File: src/rtl/alu_seq_hs.sv
// Sequential ALU with valid/ready handshake, status flags and
// iterative shift-add multiply / restoring divide.
module alu_seq_hs #(
   parameter  int WIDTH = 16,
   localparam int SHW   = $clog2(WIDTH)
) (
   input  logic             clk,
   input  logic             rst,
   input  logic             en,
   input  logic             in_valid,
   output logic             in_ready,
   input  logic [WIDTH-1:0] a,
   input  logic [WIDTH-1:0] b,
   input  logic [3:0]       opcode,
   output logic             out_valid,
   input  logic             out_ready,
   output logic [WIDTH-1:0] result,
   output logic [WIDTH-1:0] aux,
   output logic             flag_z,
   output logic             flag_n,
   output logic             flag_c,
   output logic             flag_v,
   output logic             flag_dz
);

   localparam int MSB = WIDTH - 1;
   localparam logic [SHW:0] LAST = (SHW+1)'(WIDTH - 1);

   typedef enum logic [1:0] {S_IDLE, S_MUL, S_DIV, S_DONE} state_t;

   state_t           r_state, w_next, w_acc_st;
   logic             w_acc;
   logic [SHW:0]     r_cnt;
   logic [WIDTH-1:0] r_b, r_hi, r_lo, r_res, r_aux;
   logic             r_z, r_n, r_c, r_v, r_dz;

   logic [WIDTH:0]   w_sum;
   logic [WIDTH-1:0] w_res;
   logic             w_c, w_v;
   logic [SHW-1:0]   w_sh;

   logic [WIDTH:0]   w_madd, w_dsh, w_dsub;
   logic [WIDTH-1:0] w_hi_n, w_lo_n;

   assign in_ready  = en & ((r_state == S_IDLE) |
                            ((r_state == S_DONE) & out_ready));
   assign w_acc     = in_valid & in_ready;
   assign out_valid = (r_state == S_DONE);
   assign result    = r_res;
   assign aux       = r_aux;
   assign flag_z    = r_z;
   assign flag_n    = r_n;
   assign flag_c    = r_c;
   assign flag_v    = r_v;
   assign flag_dz   = r_dz;

   assign w_sh     = b[SHW-1:0];
   assign w_acc_st = (opcode == 4'd14) ? S_MUL :
                     (opcode == 4'd15) ? S_DIV : S_DONE;

   always_comb begin
      w_sum = '0;
      w_res = '0;
      w_c   = 1'b0;
      w_v   = 1'b0;
      case (opcode)
         4'd0: begin
            w_sum = {1'b0, a} + {1'b0, b};
            w_res = w_sum[MSB:0];
            w_c   = w_sum[WIDTH];
            w_v   = (a[MSB] == b[MSB]) & (w_res[MSB] != a[MSB]);
         end
         4'd1: begin
            w_sum = {1'b0, a} - {1'b0, b};
            w_res = w_sum[MSB:0];
            w_c   = w_sum[WIDTH];
            w_v   = (a[MSB] != b[MSB]) & (w_res[MSB] != a[MSB]);
         end
         4'd2:  w_res = a & b;
         4'd3:  w_res = a | b;
         4'd4:  w_res = a ^ b;
         4'd5:  w_res = ~a;
         4'd6:  w_res = ~(a & b);
         4'd7:  w_res = ~(a | b);
         4'd8:  w_res = ~(a ^ b);
         4'd9:  w_res = a << w_sh;
         4'd10: w_res = a >> w_sh;
         4'd11: w_res = $signed(a) >>> w_sh;
         4'd12: begin
            w_sum = {1'b0, a} + 1'b1;
            w_res = w_sum[MSB:0];
            w_c   = w_sum[WIDTH];
            w_v   = ~a[MSB] & w_res[MSB];
         end
         4'd13: begin
            w_sum = {1'b0, a} - 1'b1;
            w_res = w_sum[MSB:0];
            w_c   = w_sum[WIDTH];
            w_v   = a[MSB] & ~w_res[MSB];
         end
         default: ;
      endcase
   end

   // One multiply or divide bit per cycle on the {r_hi, r_lo} pair
   always_comb begin
      w_madd = {1'b0, r_hi} +
               (r_lo[0] ? {1'b0, r_b} : {(WIDTH+1){1'b0}});
      w_dsh  = {r_hi, r_lo[MSB]};
      w_dsub = w_dsh - {1'b0, r_b};
      w_hi_n = r_hi;
      w_lo_n = r_lo;
      if (r_state == S_MUL) begin
         w_hi_n = w_madd[WIDTH:1];
         w_lo_n = {w_madd[0], r_lo[MSB:1]};
      end else if (r_state == S_DIV) begin
         if (w_dsub[WIDTH]) begin
            w_hi_n = w_dsh[MSB:0];
            w_lo_n = {r_lo[MSB-1:0], 1'b0};
         end else begin
            w_hi_n = w_dsub[MSB:0];
            w_lo_n = {r_lo[MSB-1:0], 1'b1};
         end
      end
   end

   always_ff @(posedge clk or posedge rst) begin
      if (rst) r_state <= S_IDLE;
      else     r_state <= w_next;
   end

   always_comb begin
      w_next = r_state;
      unique case (r_state)
         S_IDLE: if (w_acc) w_next = w_acc_st;
         S_MUL, S_DIV: if (r_cnt == LAST) w_next = S_DONE;
         S_DONE: begin
            if (w_acc)          w_next = w_acc_st;
            else if (out_ready) w_next = S_IDLE;
         end
         default: w_next = S_IDLE;
      endcase
   end

   always_ff @(posedge clk or posedge rst) begin
      if (rst) begin
         r_cnt <= '0;
         r_b   <= '0;
         r_hi  <= '0;
         r_lo  <= '0;
         r_res <= '0;
         r_aux <= '0;
         r_z   <= 1'b0;
         r_n   <= 1'b0;
         r_c   <= 1'b0;
         r_v   <= 1'b0;
         r_dz  <= 1'b0;
      end else if (w_acc) begin
         r_b   <= b;
         r_hi  <= '0;
         r_lo  <= a;
         r_cnt <= '0;
         if (opcode < 4'd14) begin
            r_res <= w_res;
            r_aux <= '0;
            r_z   <= (w_res == '0);
            r_n   <= w_res[MSB];
            r_c   <= w_c;
            r_v   <= w_v;
            r_dz  <= 1'b0;
         end
      end else if (r_state == S_MUL || r_state == S_DIV) begin
         r_hi  <= w_hi_n;
         r_lo  <= w_lo_n;
         r_cnt <= r_cnt + 1'b1;
         if (r_cnt == LAST) begin
            r_res <= w_lo_n;
            r_aux <= w_hi_n;
            r_z   <= (w_lo_n == '0);
            r_n   <= w_lo_n[MSB];
            r_c   <= 1'b0;
            r_v   <= (r_state == S_MUL) & (|w_hi_n);
            r_dz  <= (r_state == S_DIV) & (r_b == '0);
         end
      end
   end

endmodule

File: config.mk
export PLATFORM = sky130hd
export DESIGN_NAME = alu_seq_hs
export DESIGN_NICKNAME = d
export VERILOG_FILES = /design/src/rtl/alu_seq_hs.sv
export SDC_FILE = /design/constraint.sdc
export NUM_CORES = 1
export LEC_CHECK = 0
export CORE_MARGIN = 5
export CORE_UTILIZATION = 40
export CTS_BUF_LIST = sky130_fd_sc_hd__clkbuf_4
export DETAILED_ROUTE_END_ITERATION = 7
export PLACE_DENSITY_LB_ADDON = 0.3
export SETUP_SLACK_MARGIN = 0.3
export SLEW_MARGIN = 15
export SYNTH_ARGS = -nofsm -noshare
export SYNTH_HDL_FRONTEND = slang
export SYNTH_SLANG_ARGS = --single-unit
File: constraint.sdc
create_clock -name clk -period 3.3 [get_ports clk]
set_input_delay 0.495 -clock clk [delete_from_list [all_inputs] [get_ports clk]]
set_output_delay 0.495 -clock clk [all_outputs]
set_load 0.02 [all_outputs]
Yosys cells after proc, flatten, opt, wreduce, memory -nomap -nowiden
Index checks and enable logic that the tools add are counted.
{"block": "classes", "n_reduce_logical": 12, "bitwise_logic": 19, "magnitude_cmp": 1, "shift": 3, "n_addsub": 7, "mux": 51, "n_eq_ne": 27}
{"op": "$mux W16", "count": 18}
{"op": "$pmux W16 S14", "count": 1}
{"op": "$not A16 Y16", "count": 4}
{"op": "$logic_not A16 Y1", "count": 3}
{"op": "$add A16 B16 Y17", "count": 2}
{"op": "$eq A4 B4 Y1 const B", "count": 8}
{"op": "$mux W1", "count": 22}
{"op": "$add A16 B1 Y17 const B", "count": 1}
{"op": "$sub A16 B1 Y17 const B", "count": 1}
{"op": "$sub A16 B16 Y17", "count": 1}
{"op": "$sub A17 B16 Y17", "count": 1}
{"op": "$and A16 B16 Y16", "count": 1}
{"op": "$eq A4 B3 Y1 const B", "count": 4}
{"op": "$or A16 B16 Y16", "count": 1}
{"op": "$reduce_or A16 Y1", "count": 1}
{"op": "$shl A16 B4 Y16", "count": 1}
{"op": "$shr A16 B4 Y16", "count": 1}
{"op": "$sshr A16 B4 Y16", "count": 1}
{"op": "$xor A16 B16 Y16", "count": 1}
{"op": "$mux W2", "count": 5}
{"op": "$mux W5", "count": 2}
{"op": "$and A1 B1 Y1", "count": 9}
{"op": "$eq A4 B2 Y1 const B", "count": 2}
{"op": "$pmux W1 S4", "count": 2}
{"op": "other kinds (20)", "count": 27}
{"block": "word_totals", "output_inout_bits": 39, "regBits": 92, "word_cells": 132}

Longest topological paths before layout
{"block": "logic_depth", "ltp_word": 9, "ltp_mapped": 15, "depth_no_buf": 14}

Least setup slack after synthesis
No wires, ideal clock.
{"block": "synth_path", "path_kind": "in2reg", "from": "input b[2]", "to": "register r_z, in the netlist flag_z", "slack_ps": -303, "setup_ps": 92, "path_stages": 14, "arrival_time_ps": 3511, "t_required_ps": 3208, "path_cell_list": "clkinv_1 buf_1 ha_1 buf_2 nand2b_1 a2111o_1 nand3_1 a31oi_1 o21ai_1 nand2_1 a221o_1 a21o_1 or4_1 o31ai_2"}
{"block": "synth_via", "elab_chain_cells": 6}
{"element": "from (decl)", "line_no": "13", "source": "input logic [WIDTH-1:0] b,"}
{"element": "parallel branches: the longest is 2 deep, another holds $sub A16 B16 Y17"}
{"element": "$pmux W16 S14 (*)", "line_no": "66", "source": "case (opcode)"}
{"element": "$logic_not A16 Y1 (*)", "line_no": "166", "source": "r_z <= (w_res == '0);"}
{"element": "$mux W1 (*)", "line_no": "163", "source": "if (opcode < 4'd14) begin"}
{"element": "$mux W1 (*)", "line_no": "158", "source": "end else if (w_acc) begin"}
{"element": "to (signal assigned)", "line_no": "166"}
{"element": "to (signal assigned)", "line_no": "179", "source": "r_z <= (w_lo_n == '0);"}
{"element": "to (decl)", "line_no": "35", "source": "logic r_z, r_n, r_c, r_v, r_dz;"}
Mark *: on every way between the ends. The select of a mux whose other input is x is not followed.
A chain may end at the register's enable or synchronous reset.

Worst setup path after layout
{"block": "layout_path", "from": "register r_b[0]", "to": "register r_v, in the netlist flag_v"}
{"block": "layout_via", "elab_chain_cells": 9}
{"element": "from (decl)", "line_no": "34", "source": "logic [WIDTH-1:0] r_b, r_hi, r_lo, r_res, r_aux;"}
{"element": "from (signal assigned)", "line_no": "148", "source": "r_b <= '0;"}
{"element": "from (signal assigned)", "line_no": "159", "source": "r_b <= b;"}
{"element": "$sub A17 B16 Y17", "line_no": "110", "source": "w_dsub = w_dsh - {1'b0, r_b};"}
{"element": "$mux W16", "line_no": "117", "source": "if (w_dsub[WIDTH]) begin"}
{"element": "$mux W16", "line_no": "116", "source": "end else if (r_state == S_DIV) begin"}
{"element": "$mux W16 (*)", "line_no": "113", "source": "if (r_state == S_MUL) begin"}
{"element": "$reduce_or A16 Y1 (*)", "line_no": "182", "source": "r_v <= (r_state == S_MUL) & (|w_hi_n);"}
{"element": "$and A1 B1 Y1 (*)", "line_no": "182"}
{"element": "$mux W1 (*)", "line_no": "176", "source": "if (r_cnt == LAST) begin"}
{"element": "$mux W1 (*)", "line_no": "172", "source": "end else if (r_state == S_MUL || r_state == S_DIV) begin"}
{"element": "$mux W1 (*)", "line_no": "158"}
{"element": "to (signal assigned)", "line_no": "169", "source": "r_v <= w_v;"}
{"element": "to (signal assigned)", "line_no": "182"}
{"element": "to (decl)", "line_no": "35"}
Mark *: on every way between the ends. The rest lies on a longest branch, timed or not. The select of a mux whose other input is x is not followed.

==> results.json <==
{
  "totalWireLength_um": 56200,
  "status": "complete, but fails checks",
  "start_util": 0.407,
  "worst_pin_slew_ns": 1.13,
  "stdcell_count": 2385,
  "worst_ep_required_time_ns": 3.68,
  "async_reset_ff_frac": 1.00,
  "cts_hold_buf": 0,
  "cp_cell_sequence": "ha_4 > fa_2 > nand2b_4 > a21oi_4 > o31ai_4 > o2111a_1 > a311oi_4 > buf_4 > clkbuf_16 > buf_6 > mux2i_2 > a221oi_2 > o311ai_2 > nor4_4 > buf_4 > a21oi_2",
  "dpl.cell_count": 2301,
  "cp_slowest_stage_delay_ns": 0.44,
  "clock_latency_ns": 0.49,
  "setup_viol": 30,
  "wl_per_cell_um": 23.6,
  "fin_crit_ns": 3.85,
  "ys_warn_count": 0,
  "rsz0062_at_grt": "true",
  "drive_above_1_share": 0.393,
  "synth_ff_type": "dfrtp_1",
  "cp_max_fo": 7,
  "cts-buffers-inserted": 9,
  "grt_start_max_net_pins": 52,
  "fin_skew_ns": 0.0276,
  "peakVddDrop_mv": 0.632,
  "antenna_left": 0,
  "clock-sinks": 91,
  "grt_pass1_vias": 13900,
  "synth.top_cell.area_share": 0.193,
  "die_width_um": 182,
  "synth_edf_count": 0,
  "syn2layout_area_growth_pct": 53.0,
  "ys_seq_elements": 91,
  "cts_tree": "yes",
  "netlist_instances": 1522,
  "drv_cap": 0,
  "path_class": "flip-flop to flip-flop",
  "clk_pin_slew_ns": 0.17,
  "drt_iter0_markers": 2113,
  "gp_congestion": 1.01,
  "vias_per_cell": 6.20,
  "violations": "setup timing",
  "hold_class": "input port to asynchronous set/reset pin",
  "via_count": 14800,
  "setup_slack_ns": -0.551,
  "grt-ovfl-total": 0,
  "path_common_cell": "buf_4",
  "synth_area_per_cell_um2": 7.74,
  "synth_area_mm2": 0.0118,
  "path_delay_family": "compound AO/OA/AOI/OAI gates",
  "whs_ns": 0.356,
  "critical_path_buf_inv_count": 4,
  "power_density_mw_per_mm2": 882,
  "die_h_um": 182,
  "slew_headroom": 0.247,
  "pin_count": 80,
  "ys_seq_area_frac": 0.193,
  "met3_usage": 0.0506,
  "grt_busiest_layer": "met2",
  "dr.pass1.iters": 5,
  "drc_errors": 0,
  "hpwl_um": 41900,
  "place_area_mm2": 0.0160,
  "grt_util_met1": 0.462,
  "synth_top_area_cell": "dfrtp_1",
  "startpoint_type": "flip-flop",
  "grt_antenna_before_repair": 3,
  "cts.path.max_buffers": 2,
  "min_period_over_period": 1.17,
  "io_buffers": 79,
  "fin_nets": 2136,
  "r2r_slack_ns": -0.55,
  "final_area_mm2": 0.0180,
  "grt_usage": 0.315,
  "synth_fp_nets": 1664,
  "grt_util_met2": 0.474,
  "maxSlewViolCount": 0,
  "yosysUniqueCellTypes": 90,
  "core_area_mm2": 0.0289,
  "h-tree-depth": 3,
  "leakage_uw": 0.00799,
  "endpoint_kind": "flip-flop",
  "fillers": 2510,
  "grt_pass1_wl_um": 82600,
  "die_area_mm2": 0.0330,
  "crit_path_top_delay_cell": "dfrtp_1",
  "max_freq_mhz": 260,
  "std_cell_rows": 62,
  "worstPathArrival_ns": 4.23,
  "synth.area.top_cells": "dfrtp_1, ha_1, nor2_1",
  "final_hold_viol_count": 0,
  "cts_root_buffer": "clkbuf_4"
}
-- cells by family after synthesis --
| group | after synthesis | share of synthesized area |
|---|---|---|
| AO/OA/AOI/OAI | 493 | 0.291 |
| XOR/XNOR | 50 | 0.0372 |
| adder cells (fa/ha/maj) | 101 | 0.110 |
| buffers and inverters | 207 | 0.0715 |
| flip-flops | 91 | 0.193 |
| multiplexers | 89 | 0.104 |
| AND/OR/NAND/NOR | 491 | 0.193 |
-- cells in the mapped netlist (all sizes together) (15+ instances only) --
| library cell | n |
|---|---|
| nor2 | 178 |
| o22ai | 19 |
| a221oi | 22 |
| clkbuf | 75 |
| mux2i | 52 |
| a22oi | 18 |
| o22a | 15 |
| nand3 | 32 |
| mux4 | 24 |
| xnor2 | 32 |
| nand2b | 19 |
| nor3 | 45 |
| buf | 41 |
| a211oi | 28 |
| o211ai | 15 |
| a21o | 16 |
| dfrtp | 91 |
| inv | 89 |
| xor2 | 18 |
| o21a | 15 |
| nand2 | 122 |
| o21ai | 113 |
| ha | 97 |
| a21oi | 100 |
-- layout make-up --
class                   instances  area, um^2  area share
multi-input cells            1224        9940       0.551
repair buffers                577        4790       0.265
flip-flops and latches         91        2280       0.126
well taps                     384         480      0.0267
inverters                      91         375      0.0208
clock inverters                 7        97.6     0.00541
clock buffers                   9        67.6     0.00375
diodes                          2        5.00    0.000278
-- registers in the layout, indices dropped and copies added, names as in the netlist --
name,flops
result,16
r_b,16
r_hi,16
r_cnt,5
flag_c,1
r_lo,16
flag_v,1
flag_dz,1
aux,16
flag_z,1
r_state,2
-- worst reg2reg max path, cell delays in order, from the launching register on --
cell and delay, ns:
dfrtp_1 0.44, ha_4 0.18, fa_2 0.35, nand2b_4 0.17, a21oi_4 0.21, o31ai_4 0.14, o2111a_1 0.29, a311oi_4 0.36
buf_4 0.20, clkbuf_16 0.15, buf_6 0.11, mux2i_2 0.07, a221oi_2 0.36, o311ai_2 0.21, nor4_4 0.33, buf_4 0.16
a21oi_2 0.05
-- final timing paths --
check                               startpoint              endpoint  depth (start not counted)
max in group asynchronous                  rst  r_hi[13]$_DFFE_PP0P_                          3
min in group clk                          b[7]    r_b[7]$_DFFE_PP0P_                          4
setup / recovery            r_b[0]$_DFFE_PP0P_    flag_v$_DFFE_PP0P_                         16
hold reg to reg            aux[12]$_DFFE_PP0P_   aux[12]$_DFFE_PP0P_                          2
setup reg to reg            r_b[0]$_DFFE_PP0P_    flag_v$_DFFE_PP0P_                         16
hold / removal                             rst   r_lo[2]$_DFFE_PP0P_                          2
-- cell usage in the layout (no fill, tap or decap), drive strengths merged, types with 9 or more instances in the layout --
master and instances:
o221ai 12, xor2 18, o21a 15, a22oi 18, nor4 9, nand2 122, a221oi 22, o22a 15
nor2b 12, buf 505, mux4 24, a211oi 28, clkdlybuf4s50 55, nand2b 19, dlygate4sd2 10, mux2 13
or2 10, dfrtp 91, mux2i 52, nor2 178, o211ai 15, o21bai 10, nand4 10, nand3 32
a31oi 13, clkbuf 12, and3 13, a21oi 100, xnor2 32, ha 97, or3 12, o22ai 19
nor3 45, inv 90, o21ai 113, a21o 16
-- routing by layer --
metal  routed length [um]  share of wire
met1                23700           0.42
met2                24500           0.44
met3                 5480          0.097
met4                 2550          0.045
met5                   20        0.00036
-- what timing repair did --
item,CTS,global route
buffers inserted,33,32
setup endpoints to repair,46,48
gates resized for setup,196,156
pin swaps,51,60
gates cloned,0,1
-- per-stage QoR --
stage / utilization / power, uW / setup slack, ns / TNS [ns]
floorplan: - / 7640 / -0.0453 / -0.0795
global placement: 0.553 / 11400 / -0.883 / -6.95
detailed placement: 0.553 / 11600 / -0.895 / -7.40
CTS: 0.592 / 13300 / -0.435 / -0.751
global route: 0.623 / 16800 / -0.653 / -6.93
finish: 0.623 / 15900 / -0.551 / -4.51
-- power by group --
part	leakage, uW	switching, uW	internal [uW]
Sequential	0.00111	388	1610
Clock	0.0000850	442	313
Combinational	0.00679	6730	6420
Total	0.00799	7560	8350
No activity file was read; power rests on OpenSTA's default activity.
